--- config.mk ---
export PLATFORM = sky130hd
export DESIGN_NAME = dmem_arbiter_flat
export DESIGN_NICKNAME = d
export VERILOG_FILES = /design/src/rtl/dmem_arbiter_if.sv /design/src/rtl/dmem_arbiter.sv /design/src/flat_wrapper.sv
export SDC_FILE = /design/constraint.sdc
export NUM_CORES = 1
export LEC_CHECK = 0
export ABC_AREA = 1
export CAP_MARGIN = 20
export CORE_MARGIN = 8
export CORE_UTILIZATION = 32
export DETAILED_ROUTE_END_ITERATION = 8
export GPL_TIMING_DRIVEN = 0
export PLACE_DENSITY = 0.78
export SETUP_SLACK_MARGIN = 0.5
export SLEW_MARGIN = 40
export SYNTH_ARGS = -nofsm -noshare
export SYNTH_HDL_FRONTEND = slang
export SYNTH_SLANG_ARGS = --single-unit
--- constraint.sdc ---
create_clock -name clk -period 2.35 [get_ports clk]
set_clock_uncertainty 0.2 [all_clocks]
set_input_delay 0.47 -clock clk [delete_from_list [all_inputs] [get_ports clk]]
set_output_delay 0.47 -clock clk [all_outputs]
set_load 0.02 [all_outputs]
--- src/rtl/dmem_arbiter_if.sv ---
// Bus bundle between the CPU, the burst DMA requester, the data memory and
// dmem_arbiter. The arbiter connects through the slave modport. The
// requester/memory side connects through the master modport.
interface dmem_arbiter_if #(
    parameter int AW = 11
);
    // CPU side
    logic          cpu_re;
    logic          cpu_we;
    logic [31:0]   cpu_addr;
    logic [31:0]   cpu_wdata;
    logic [31:0]   cpu_rdata;
    logic          cpu_stall;
    // DMA side
    logic          dma_req;
    logic          dma_we;
    logic [31:0]   dma_addr;
    logic [7:0]    dma_len;
    logic [31:0]   dma_wdata;
    logic          dma_gnt;
    logic          dma_wready;
    logic          dma_rvalid;
    logic [31:0]   dma_rdata;
    logic          dma_done;
    // Memory side
    logic [AW-1:0] mem_addr;
    logic [31:0]   mem_wdata;
    logic          mem_we;
    logic [31:0]   mem_rdata;

    modport slave (
        input  cpu_re, cpu_we, cpu_addr, cpu_wdata,
        output cpu_rdata, cpu_stall,
        input  dma_req, dma_we, dma_addr, dma_len, dma_wdata,
        output dma_gnt, dma_wready, dma_rvalid, dma_rdata, dma_done,
        output mem_addr, mem_wdata, mem_we,
        input  mem_rdata
    );

    modport master (
        output cpu_re, cpu_we, cpu_addr, cpu_wdata,
        input  cpu_rdata, cpu_stall,
        output dma_req, dma_we, dma_addr, dma_len, dma_wdata,
        input  dma_gnt, dma_wready, dma_rvalid, dma_rdata, dma_done,
        input  mem_addr, mem_wdata, mem_we,
        output mem_rdata
    );
endinterface

--- src/rtl/dmem_arbiter.sv ---
// dmem_arbiter: shares the single-port data memory between the CPU (fixed
// priority) and one burst DMA requester. The DMA burst uses every cycle the
// CPU leaves free.
// Optional build macro DMEM_ARB_FAIR_EN: after MAX_WAIT consecutive blocked
// DMA cycles, the CPU is stalled for one cycle and the DMA takes the port.
module dmem_arbiter #(
    parameter int          AW       = 11,
    parameter logic [31:0] BASE     = 32'h10010000,
    parameter int          MAX_WAIT = 4
) (
    input  logic          clk,
    input  logic          reset,
    dmem_arbiter_if.slave bus
);
    typedef enum logic [1:0] {IDLE, BURST, DONE} state_t;

    state_t        state_reg, state_next;
    logic [7:0]    beat_reg, beat_next;     // beat index k within the burst
    logic [AW-1:0] addr_reg, addr_next;     // word address of beat k
    logic [8:0]    len_reg, len_next;       // burst length, 1..256
    logic          dir_reg, dir_next;       // 1 = write burst
    logic          dma_gnt_reg, dma_rvalid_reg, dma_done_reg;
    logic [31:0]   dma_rdata_reg;

    logic cpu_req, cpu_owns, dma_wants, force_dma;
    logic grant, beat;

    // Byte address to dmem word: offset from BASE, drop byte lane, wrap at 2^AW.
    function automatic logic [AW-1:0] to_word(input logic [31:0] byte_addr);
        return AW'((byte_addr - BASE) >> 2);
    endfunction

    assign cpu_req   = bus.cpu_re | bus.cpu_we;
    assign dma_wants = ((state_reg == IDLE) && bus.dma_req) || (state_reg == BURST);
    assign cpu_owns  = cpu_req && !force_dma;
    assign bus.cpu_stall = force_dma;

`ifdef DMEM_ARB_FAIR_EN
    localparam int WW = $clog2(MAX_WAIT + 1);
    logic [WW-1:0] wait_reg, wait_next;

    assign force_dma = dma_wants && cpu_req && (wait_reg == WW'(MAX_WAIT));

    // Count consecutive cycles the CPU took the port away from a waiting DMA.
    always_comb begin
        wait_next = wait_reg;
        if (grant || beat)
            wait_next = '0;
        else if ((state_reg == BURST) && (state_next != BURST))
            wait_next = '0;
        else if (dma_wants && cpu_owns)
            wait_next = wait_reg + WW'(1);
    end

    // Wait counter register.
    always_ff @(posedge clk or posedge reset) begin
        if (reset)
            wait_reg <= '0;
        else
            wait_reg <= wait_next;
    end
`else
    // Strict CPU priority: the threshold is only meaningful with the counter.
    logic max_wait_unused;
    assign max_wait_unused = (MAX_WAIT != 0);
    assign force_dma = 1'b0;
`endif

    // Next-state logic: accept a burst in IDLE, step beats in BURST.
    always_comb begin
        state_next = state_reg;
        beat_next  = beat_reg;
        addr_next  = addr_reg;
        len_next   = len_reg;
        dir_next   = dir_reg;
        grant      = 1'b0;
        beat       = 1'b0;
        case (state_reg)
            IDLE: begin
                if (bus.dma_req && !cpu_owns) begin
                    grant      = 1'b1;
                    addr_next  = to_word(bus.dma_addr);
                    len_next   = (bus.dma_len == 8'd0) ? 9'd256 : {1'b0, bus.dma_len};
                    dir_next   = bus.dma_we;
                    beat_next  = 8'd0;
                    state_next = BURST;
                end
            end
            BURST: begin
                if (!cpu_owns) begin
                    beat      = 1'b1;
                    addr_next = addr_reg + {{(AW-1){1'b0}}, 1'b1};
                    if ({1'b0, beat_reg} == (len_reg - 9'd1)) begin
                        beat_next  = 8'd0;
                        state_next = DONE;
                    end else begin
                        beat_next = beat_reg + 8'd1;
                    end
                end
            end
            DONE:    state_next = IDLE;
            default: state_next = IDLE;
        endcase
    end

    // Memory port mux: CPU first, then a DMA beat, otherwise quiet.
    always_comb begin
        bus.mem_addr  = '0;
        bus.mem_wdata = 32'd0;
        bus.mem_we    = 1'b0;
        if (cpu_owns) begin
            bus.mem_addr  = to_word(bus.cpu_addr);
            bus.mem_wdata = bus.cpu_wdata;
            bus.mem_we    = bus.cpu_we;
        end else if (beat) begin
            bus.mem_addr  = addr_reg;
            bus.mem_wdata = dir_reg ? bus.dma_wdata : 32'd0;
            bus.mem_we    = dir_reg;
        end
    end

    assign bus.cpu_rdata  = bus.mem_rdata;
    assign bus.dma_wready = beat && dir_reg;
    assign bus.dma_gnt    = dma_gnt_reg;
    assign bus.dma_rvalid = dma_rvalid_reg;
    assign bus.dma_rdata  = dma_rdata_reg;
    assign bus.dma_done   = dma_done_reg;

    // State and handshake registers; reset aborts any burst silently.
    always_ff @(posedge clk or posedge reset) begin
        if (reset) begin
            state_reg      <= IDLE;
            beat_reg       <= 8'd0;
            addr_reg       <= '0;
            len_reg        <= 9'd0;
            dir_reg        <= 1'b0;
            dma_gnt_reg    <= 1'b0;
            dma_rvalid_reg <= 1'b0;
            dma_done_reg   <= 1'b0;
            dma_rdata_reg  <= 32'd0;
        end else begin
            state_reg      <= state_next;
            beat_reg       <= beat_next;
            addr_reg       <= addr_next;
            len_reg        <= len_next;
            dir_reg        <= dir_next;
            dma_gnt_reg    <= grant;
            dma_rvalid_reg <= beat && !dir_reg;
            dma_done_reg   <= beat && (state_next == DONE);
            if (beat && !dir_reg)
                dma_rdata_reg <= bus.mem_rdata;
        end
    end
endmodule

--- src/flat_wrapper.sv ---
// flat-port wrapper written by rule: the top's interface ports become plain ports
module dmem_arbiter_flat 
#(
    parameter int          AW       = 11,
    parameter logic [31:0] BASE     = 32'h10010000,
    parameter int          MAX_WAIT = 4
)
  (clk, reset, bus_cpu_re, bus_cpu_we, bus_cpu_addr, bus_cpu_wdata, bus_cpu_rdata, bus_cpu_stall, bus_dma_req, bus_dma_we, bus_dma_addr, bus_dma_len, bus_dma_wdata, bus_dma_gnt, bus_dma_wready, bus_dma_rvalid, bus_dma_rdata, bus_dma_done, bus_mem_addr, bus_mem_wdata, bus_mem_we, bus_mem_rdata);
  dmem_arbiter_if #(.AW(AW)) bus_i ();
  input  logic clk;
  input  logic reset;
  input wire logic [$bits(bus_i.cpu_re)-1:0] bus_cpu_re;
  input wire logic [$bits(bus_i.cpu_we)-1:0] bus_cpu_we;
  input wire logic [$bits(bus_i.cpu_addr)-1:0] bus_cpu_addr;
  input wire logic [$bits(bus_i.cpu_wdata)-1:0] bus_cpu_wdata;
  output wire logic [$bits(bus_i.cpu_rdata)-1:0] bus_cpu_rdata;
  output wire logic [$bits(bus_i.cpu_stall)-1:0] bus_cpu_stall;
  input wire logic [$bits(bus_i.dma_req)-1:0] bus_dma_req;
  input wire logic [$bits(bus_i.dma_we)-1:0] bus_dma_we;
  input wire logic [$bits(bus_i.dma_addr)-1:0] bus_dma_addr;
  input wire logic [$bits(bus_i.dma_len)-1:0] bus_dma_len;
  input wire logic [$bits(bus_i.dma_wdata)-1:0] bus_dma_wdata;
  output wire logic [$bits(bus_i.dma_gnt)-1:0] bus_dma_gnt;
  output wire logic [$bits(bus_i.dma_wready)-1:0] bus_dma_wready;
  output wire logic [$bits(bus_i.dma_rvalid)-1:0] bus_dma_rvalid;
  output wire logic [$bits(bus_i.dma_rdata)-1:0] bus_dma_rdata;
  output wire logic [$bits(bus_i.dma_done)-1:0] bus_dma_done;
  output wire logic [$bits(bus_i.mem_addr)-1:0] bus_mem_addr;
  output wire logic [$bits(bus_i.mem_wdata)-1:0] bus_mem_wdata;
  output wire logic [$bits(bus_i.mem_we)-1:0] bus_mem_we;
  input wire logic [$bits(bus_i.mem_rdata)-1:0] bus_mem_rdata;
  assign bus_i.cpu_re = bus_cpu_re;
  assign bus_i.cpu_we = bus_cpu_we;
  assign bus_i.cpu_addr = bus_cpu_addr;
  assign bus_i.cpu_wdata = bus_cpu_wdata;
  assign bus_cpu_rdata = bus_i.cpu_rdata;
  assign bus_cpu_stall = bus_i.cpu_stall;
  assign bus_i.dma_req = bus_dma_req;
  assign bus_i.dma_we = bus_dma_we;
  assign bus_i.dma_addr = bus_dma_addr;
  assign bus_i.dma_len = bus_dma_len;
  assign bus_i.dma_wdata = bus_dma_wdata;
  assign bus_dma_gnt = bus_i.dma_gnt;
  assign bus_dma_wready = bus_i.dma_wready;
  assign bus_dma_rvalid = bus_i.dma_rvalid;
  assign bus_dma_rdata = bus_i.dma_rdata;
  assign bus_dma_done = bus_i.dma_done;
  assign bus_mem_addr = bus_i.mem_addr;
  assign bus_mem_wdata = bus_i.mem_wdata;
  assign bus_mem_we = bus_i.mem_we;
  assign bus_i.mem_rdata = bus_mem_rdata;
  dmem_arbiter #(.AW(AW), .BASE(BASE), .MAX_WAIT(MAX_WAIT)) u_core (.clk(clk), .reset(reset), .bus(bus_i));
endmodule
# --- After elaboration in Yosys (flattened, before gate mapping) ---
# Cells that the tools add are included.
op_classes:
  n_addsub: 5
  eq_ne: 5
  n_mux: 23
  n_bitwise: 1
  reduce_logical: 11
ops:
  columns: ["op", "count"]
  rows:
  - ["two-way mux 32 bit", 3]
  - ["two-way mux 11 bit", 4]
  - ["subtractor 13 x 1 -> 13 bit, second input constant", 2]
  - ["two-way mux 8 bit", 3]
  - ["one-hot mux 11 bit (2 select lines)", 1]
  - ["one-hot mux 8 bit (2 select lines)", 1]
  - ["adder 11 x 1 -> 11 bit, second input constant", 1]
  - ["== test 8 x 9 -> 1 bit", 1]
  - ["two-way mux 9 bit", 1]
  - ["subtractor 9 x 1 -> 9 bit, second input constant", 1]
  - ["adder 8 x 1 -> 8 bit, second input constant", 1]
  - ["logical NOT 8 bit", 1]
  - ["two-way mux 1 bit", 6]
  - ["two-way mux 2 bit", 3]
  - ["logical AND 1 bit", 4]
  - ["!= test 2 bit, second input constant", 2]
  - ["one-hot mux 2 bit (2 select lines)", 1]
  - ["AND reduction 3 bit", 1]
  - ["== test 2 x 1 -> 1 bit, second input constant", 1]
  - ["== test 2 bit, second input constant", 1]
  - ["logical NOT 1 bit", 2]
  - ["logical NOT 2 bit", 1]
  - ["AND reduction 2 bit", 1]
  - ["nonzero test 2 bit", 1]
  - ["OR 1 bit", 1]
totals:
  ff_bits: 66
  inputBits: 174
  wordCells: 54

# --- Logic depth before layout (Yosys ltp) ---
# Gate-level depths: netlist of run 1.
depth:
  depth_word: 7
  ltp_mapped: 12
  ltp_nobuf: 12

# --- Worst setup path before layout of run 1 ---
# OpenSTA, ideal clock, no wires.
synth_path:
  path_kind: "in2out"
  start: "in bus_cpu_we"
  end: "out bus_mem_addr[0]"
  arrival_ns: 1.600
  required_ns: 1.680
  path_slack_ns: 0.080
  path_stages: 6
  n_path_buf: 1
  path_cell_list: "nor2_2 inv_2 nor2_8 inv_4 clkbuf_1 o21ai_0"
synth_via:
  elab_chain_len: 5
synth_rtl:
  columns: ["item", "line_no", "rtl"]
  rows:
  - ["from (decl)", "flat_wrapper.sv:13", "input wire logic [$bits(bus_i.cpu_we)-1:0] bus_cpu_we;"]
  - ["OR 1 bit (*)", "dmem_arbiter.sv:33", "assign cpu_req = bus.cpu_re | bus.cpu_we;"]
  - ["two-way mux 1 bit", "dmem_arbiter.sv:90", "if (!cpu_owns) begin"]
  - ["two-way mux 1 bit", "dmem_arbiter.sv:78", "case (state_reg)"]
  - ["two-way mux 11 bit", "dmem_arbiter.sv:115", "end else if (beat) begin"]
  - ["two-way mux 11 bit (*)", "dmem_arbiter.sv:111", "if (cpu_owns) begin"]
  - ["to (decl)", "flat_wrapper.sv:28", "output wire logic [$bits(bus_i.mem_addr)-1:0] bus_mem_addr;"]
# Every way passes the cells marked *; elsewhere a longest branch is shown, timed or not.

# --- Final worst setup path of run 1 ---
layout_path:
  start: "reg u_core.state_reg[0]"
  end: "out bus_mem_wdata[3]"
layout_via:
  elab_chain_len: 4
layout_rtl:
  columns: ["item", "line_no", "rtl"]
  rows:
  - ["from (decl)", "dmem_arbiter.sv:17", "state_t state_reg, state_next;"]
  - ["from (signal assigned)", "dmem_arbiter.sv:142", "state_reg <= state_next;"]
  - ["== test 2 x 1 -> 1 bit", null, null]
  - ["two-way mux 1 bit", "dmem_arbiter.sv:78", null]
  - ["two-way mux 32 bit", "dmem_arbiter.sv:115", null]
  - ["two-way mux 32 bit", "dmem_arbiter.sv:111", null]
  - ["to (decl)", "flat_wrapper.sv:29", "output wire logic [$bits(bus_i.mem_wdata)-1:0] bus_mem_wdata;"]
# Every way passes these cells.

==> run metrics, run 1 <==
run status complete, no violations; number of H-tree levels 3; Clock Latency Late Sink 320 ps; VDD IR max 0.427 mV; R2R cell count 12; CTS buffer count 9; CP Data Arrival Time 1620 ps; endpoints failing setup 0; final WL 16,200 um; Fin. Hold Viols 0; number of global-route vias before repair 4,974; post-route clock period utilization 0.975; RSZ-0062 raised after global routing yes; sequential share of the synthesized area 0.410; CP max-delay cell dfrtp_2; final slew viol count 0; Yosys cell types 35; routability cong. 0.846; crit-path max cell delay 420 ps; DR WL/cell 16.2 um; drt first pass iters 4; Die H 128 um; row cnt 41; Post-synth EDFFs 0; commonest non-fill, non-tap cell in the layout nand2_1; WHS 186 ps; clk slew on worst S/H paths 50 ps; CTS Hold Bufs 0; Top FF cell, synth dfrtp_1; Min Clock Period, post-route 2290 ps; delay-heaviest family, CP buffers and inverters; ant diodes 0; full die area 16,400 um2; Pleak 4.11 nW; Overflow after GRT 0; pwr dens 860 nW/um2; gr usage total 0.190; Clock Path Buffers 2; Critical Path Sink bus_mem_wdata[3]; DR vias/cell 4.68; First DRT Iteration DRCs 189; Detail Route Antenna Nets 0; global-route wire length before repair 24,700 um; max-cap violations 0; Critical path buffers and inverters 4; Starting Density 0.323; worst-path cell chain nand2_4, nor2_8, nand2_4, inv_8, buf_12, buf_12, a22o_4, buf_6; most frequent cells in the layout nand2_1 (183), clkdlybuf4s50_1 (100), buf_4 (71); final setup margin 58.4 ps; Synth async-reset ratio 1.00; Max FO, Critical Path 5; Port-buffer cells 243; Reg2Reg Capture Point u_core.beat_reg[1]; Post-DP Area 7070 um2; share of the core filled with cells 0.647; FF-to-FF setup slack 380 ps; Final #Nets 1,000; Via Count 4,676; CTS Sinks 66; Syn Std Cell Area 4030 um2; fin area 8070 um2; Post-DP HPWL 12,200 um; share of cells above drive strength 1 0.341; Setup WS pre-CTS -1050 ps; Fin Setup TNS 0 ps; initial antenna violation count 0; CP Data Required Time 1680 ps; Die X 128 um; Core Footprint 12,500 um2; max FFs per register 32; Placed Instances 949; origin of the critical flop-to-flop path u_core.len_reg[1]; FMAX 436 MHz; Worst setup SP type flop; largest net degree at the start of global routing 24; FF+latch count, synth 66; relative slew slack 0.633; Finished Layout Cells 999; Area growth, synth to finish 100%; CP Class flop to output port; Multi-input gate area 2330 um2; Yosys warning count 0; Root Buffer clkbuf_16; drt drc 0; CTS tree done; measured slew at the worst slew-check pin 551 ps; I/O pin total 287; Worst Hold Class primary input to flop; post-synthesis cell count 531; Design Power 6.94 mW; Post-Syn Area per Cell 7.59 um2; CP Depth 8; Worst Setup SP u_core.state_reg[0]; FILL cells 1,046; Net Count, Synth 708; Worst setup EP type output port; FF+latch area 1660 um2
-- cell usage after synthesis (3+ instances only) --
cell	number	area [um2]
inv_1	42	158
nand2_1	192	721
buf_6	6	67.6
inv_2	4	15.0
nor2_2	5	31.3
nor3_1	3	15.0
buf_2	3	15.0
clkbuf_1	7	26.3
a21oi_1	9	45.0
o21ai_1	3	15.0
dfrtp_1	66	1650
a22o_1	33	289
buf_4	36	270
o21ai_0	29	145
nand3_1	26	130
nand4_1	6	37.5
nor2_1	28	105
xor2_1	7	61.3
ha_1	3	37.5
-- power breakdown --
group	total, mW	switching [mW]	internal (mW)	leakage, nW
Combinational	3.65	2.00	1.65	3.15
Clock	1.29	0.462	0.823	0.141
Sequential	2.00	0.389	1.61	0.819
-- per-layer routing --
layer  share of wire  track usage  up-vias  wire length [um]
met4           0.023       0.0692        0               366
met2            0.49        0.337      219              7970
li1                -            -     2269                 -
met3            0.11       0.0853       24              1820
met1            0.37        0.192     2164              6020
met5               0            0        -                 0
-- worst reg2reg max path: cells and delay by family, from the launching register on --
kind                       cells  cell delay, ps
adders and majority gates      1             210
and+or+nand+nor                9             930
buffers and inverters          2             140
DFF                            1             390
-- layout make-up --
cell class              count  area share
well taps                 172      0.0267
clock inverters             1    0.000930
inverters                  50      0.0265
clock buffers              14      0.0352
flip-flops and latches     66       0.205
repair buffers            281       0.358
plain buffers              52      0.0581
multi-input cells         363       0.289
-- how the worst min path moves through the flow --
stage | start | cells past startpoint | endpoint
3_5_place_dp | u_core.bus.dma_rdata[27] | 2 | u_core.bus.dma_rdata[27]
5_1_grt | bus_mem_rdata[20] | 3 | u_core.bus.dma_rdata[20]
2_1_floorplan | u_core.addr_reg[9] | 2 | u_core.addr_reg[9]
3_3_place_gp | u_core.bus.dma_rdata[20] | 2 | u_core.bus.dma_rdata[20]
4_1_cts | reset | 2 | u_core.bus.dma_rdata[1]
6_report | bus_mem_rdata[20] | 3 | u_core.bus.dma_rdata[20]
-- cells by family (layout without fill, tap and decap cells) --
family,after synthesis,in the layout,synth area share
xor+xnor,9,9,0.0196
fa+ha+maj,3,3,0.00932
simple gates,271,271,0.287
buf+inv,102,398,0.142
flops,66,66,0.410
compound gates,79,79,0.131
other cells,1,1,0.000931
-- repair_timing --
action,in CTS,in global routing
gates resized for setup,572,58
pin swaps,17,21
cloned,5,1
setup buffers,24,5
setup endpoints to repair,175,116
Note: power is estimated with default switching activity, not from simulation.
==> run 2, diff against run 1 <==
--- a/config.mk
+++ b/config.mk
@@ -8,10 +8,11 @@
 export ABC_AREA = 1
 export CAP_MARGIN = 20
 export CORE_MARGIN = 8
-export CORE_UTILIZATION = 32
+export CORE_UTILIZATION = 39
+export CTS_BUF_LIST = sky130_fd_sc_hd__clkbuf_4
 export DETAILED_ROUTE_END_ITERATION = 8
 export GPL_TIMING_DRIVEN = 0
-export PLACE_DENSITY = 0.78
+export PLACE_DENSITY = 0.89
 export SETUP_SLACK_MARGIN = 0.5
 export SLEW_MARGIN = 40
 export SYNTH_ARGS = -nofsm -noshare
==> constraint.sdc (replaced) <==
create_clock -name clk -period 2.9 [get_ports clk]
set_clock_uncertainty 0.2 [all_clocks]
set_input_delay 0.58 -clock clk [delete_from_list [all_inputs] [get_ports clk]]
set_output_delay 0.58 -clock clk [all_outputs]
set_load 0.02 [all_outputs]
==> run metrics, run 2 (synthesis results as in run 1) <==
final WL 16,300 um; Min Clock Period, post-route 2580 ps; CP Data Required Time 2120 ps; Root Buffer clkbuf_4; Die X 118 um; CP Data Arrival Time 1800 ps; post-route clock period utilization 0.890; drt first pass iters 5; Post-DP HPWL 12,800 um; row cnt 37; final slew viol count 0; Finished Layout Cells 949; Overflow after GRT 0; share of cells above drive strength 1 0.207; HP Start u_core.bus.dma_rdata[30]; clock power share 0.123; initial antenna violation count 0; run status complete, no violations; relative slew slack 0.666; Flop pwr share 0.328; part of the power in combinational logic 0.549; Placed Instances 912; origin of the critical flop-to-flop path u_core.len_reg[0]; drt drc 0; endpoints failing setup 0; commonest non-fill, non-tap cell in the layout nand2_1; Pleak 3.53 nW; RSZ-0062 raised after global routing yes; WHS Path Cells 2; Via Count 4,652; full die area 13,800 um2; FILL cells 788; largest net degree at the start of global routing 27; Clock Path Buffers 2; CP Class primary input to output port; Area growth, synth to finish 78.2%; number of H-tree levels 3; Worst Hold Class flop to flop; most frequent cells in the layout nand2_1 (191), clkdlybuf4s50_1 (164), dfrtp_1 (64); Cell Int Power 2.83 mW; Detail Route Antenna Nets 0; Worst setup SP type primary input; gr usage total 0.229; Starting Density 0.396; max-cap violations 0; Max FO, Critical Path 6; I/O pin total 287; CTS buffer count 9; FF-to-FF setup slack 800 ps; measured slew at the worst slew-check pin 500 ps; Port-buffer cells 243; switching fraction of total power 0.429; global-route wire length before repair 25,700 um; pwr dens 690 nW/um2; clk slew on worst S/H paths 100 ps; Reg2Reg Capture Point u_core.beat_reg[4]; max FFs per register 32; Fin Setup TNS 0 ps; ant diodes 0; share of the core filled with cells 0.705; Clock Latency Late Sink 410 ps; Worst setup EP type output port; FMAX 387 MHz; DR WL/cell 17.2 um; Core Footprint 10,200 um2; Final #Nets 985; routability cong. 0.937; First DRT Iteration DRCs 243; Die H 118 um; Critical Path Sink bus_mem_wdata[13]; NetSw 2.12 mW; number of global-route vias before repair 4,847; VDD IR max 0.482 mV; Worst Setup SP bus_cpu_we; R2R cell count 9; DR vias/cell 4.90; CTS tree done; CTS Sinks 66; Fin. Hold Viols 0
run 2: worst min path at each step:
stage,end
2_1_floorplan,u_core.addr_reg[9]
3_3_place_gp,u_core.bus.dma_rdata[29]
3_5_place_dp,u_core.bus.dma_rdata[30]
4_1_cts,u_core.bus.dma_rdata[30]
5_1_grt,u_core.bus.dma_rdata[14]
6_report,u_core.bus.dma_rdata[30]
run 2: worst max-delay path: stages:
cell             delay, ps
clkdlybuf4s15_2        210
nor2_4                 110
inv_4                   70
nor2_8                 140
nand2_4                 90
inv_8                   90
buf_12                 100
buf_8                  100
a22o_1                 160
buf_6                  130
run 2: layer usage:
| layer | wire (um) | track usage | vias to the layer above |
|---|---|---|---|
| met2 | 7960 | 0.401 | 245 |
| met4 | 551 | 0.100 | 0 |
| met1 | 6430 | 0.249 | 2139 |
| met5 | 0 | 0 | - |
| met3 | 1380 | 0.0705 | 36 |
| li1 | - | - | 2232 |
run 2: repair_timing:
item	CTS	global route
gates cloned	5	0
pin swaps	6	6
buffers inserted	14	2
endpoints found under the setup margin	77	44
hold buffers	0	0
gates resized for setup	353	15
run 2: final cells by class:
class / instances / area [um2] / share of cell area
Timing Repair Buffer: 265 / 2640 / 0.368
Multi-Input combinational cell: 363 / 1920 / 0.268
Sequential cell: 66 / 1650 / 0.230
Buffer: 52 / 437 / 0.0608
Inverter: 50 / 211 / 0.0295
Tap cell: 136 / 170 / 0.0237
Clock buffer: 12 / 90.1 / 0.0126
Clock inverter: 4 / 42.5 / 0.00593
Timing Repair inverter: 1 / 7.51 / 0.00105
run 2: power by group through the flow:
stage / registers [mW] / logic, mW / clock network (mW)
final: 1.62 / 2.72 / 0.609
after global routing: 1.68 / 2.95 / 0.666
after CTS: 1.62 / 2.70 / 0.626
after detailed placement: 1.63 / 2.55 / 0
after global placement: 1.60 / 2.47 / 0
after floorplan: 1.84 / 1.15 / 0
run 2: stage by stage:
stage	area, um2	power, mW	setup WS [ps]	hold slack (ps)
after detailed placement	6680	4.18	-710	258
after CTS	7100	4.95	307	284
after floorplan	4030	2.99	410	285
after global placement	6640	4.07	-727	253
after global routing	7180	5.29	241	306
final	7180	4.95	319	281
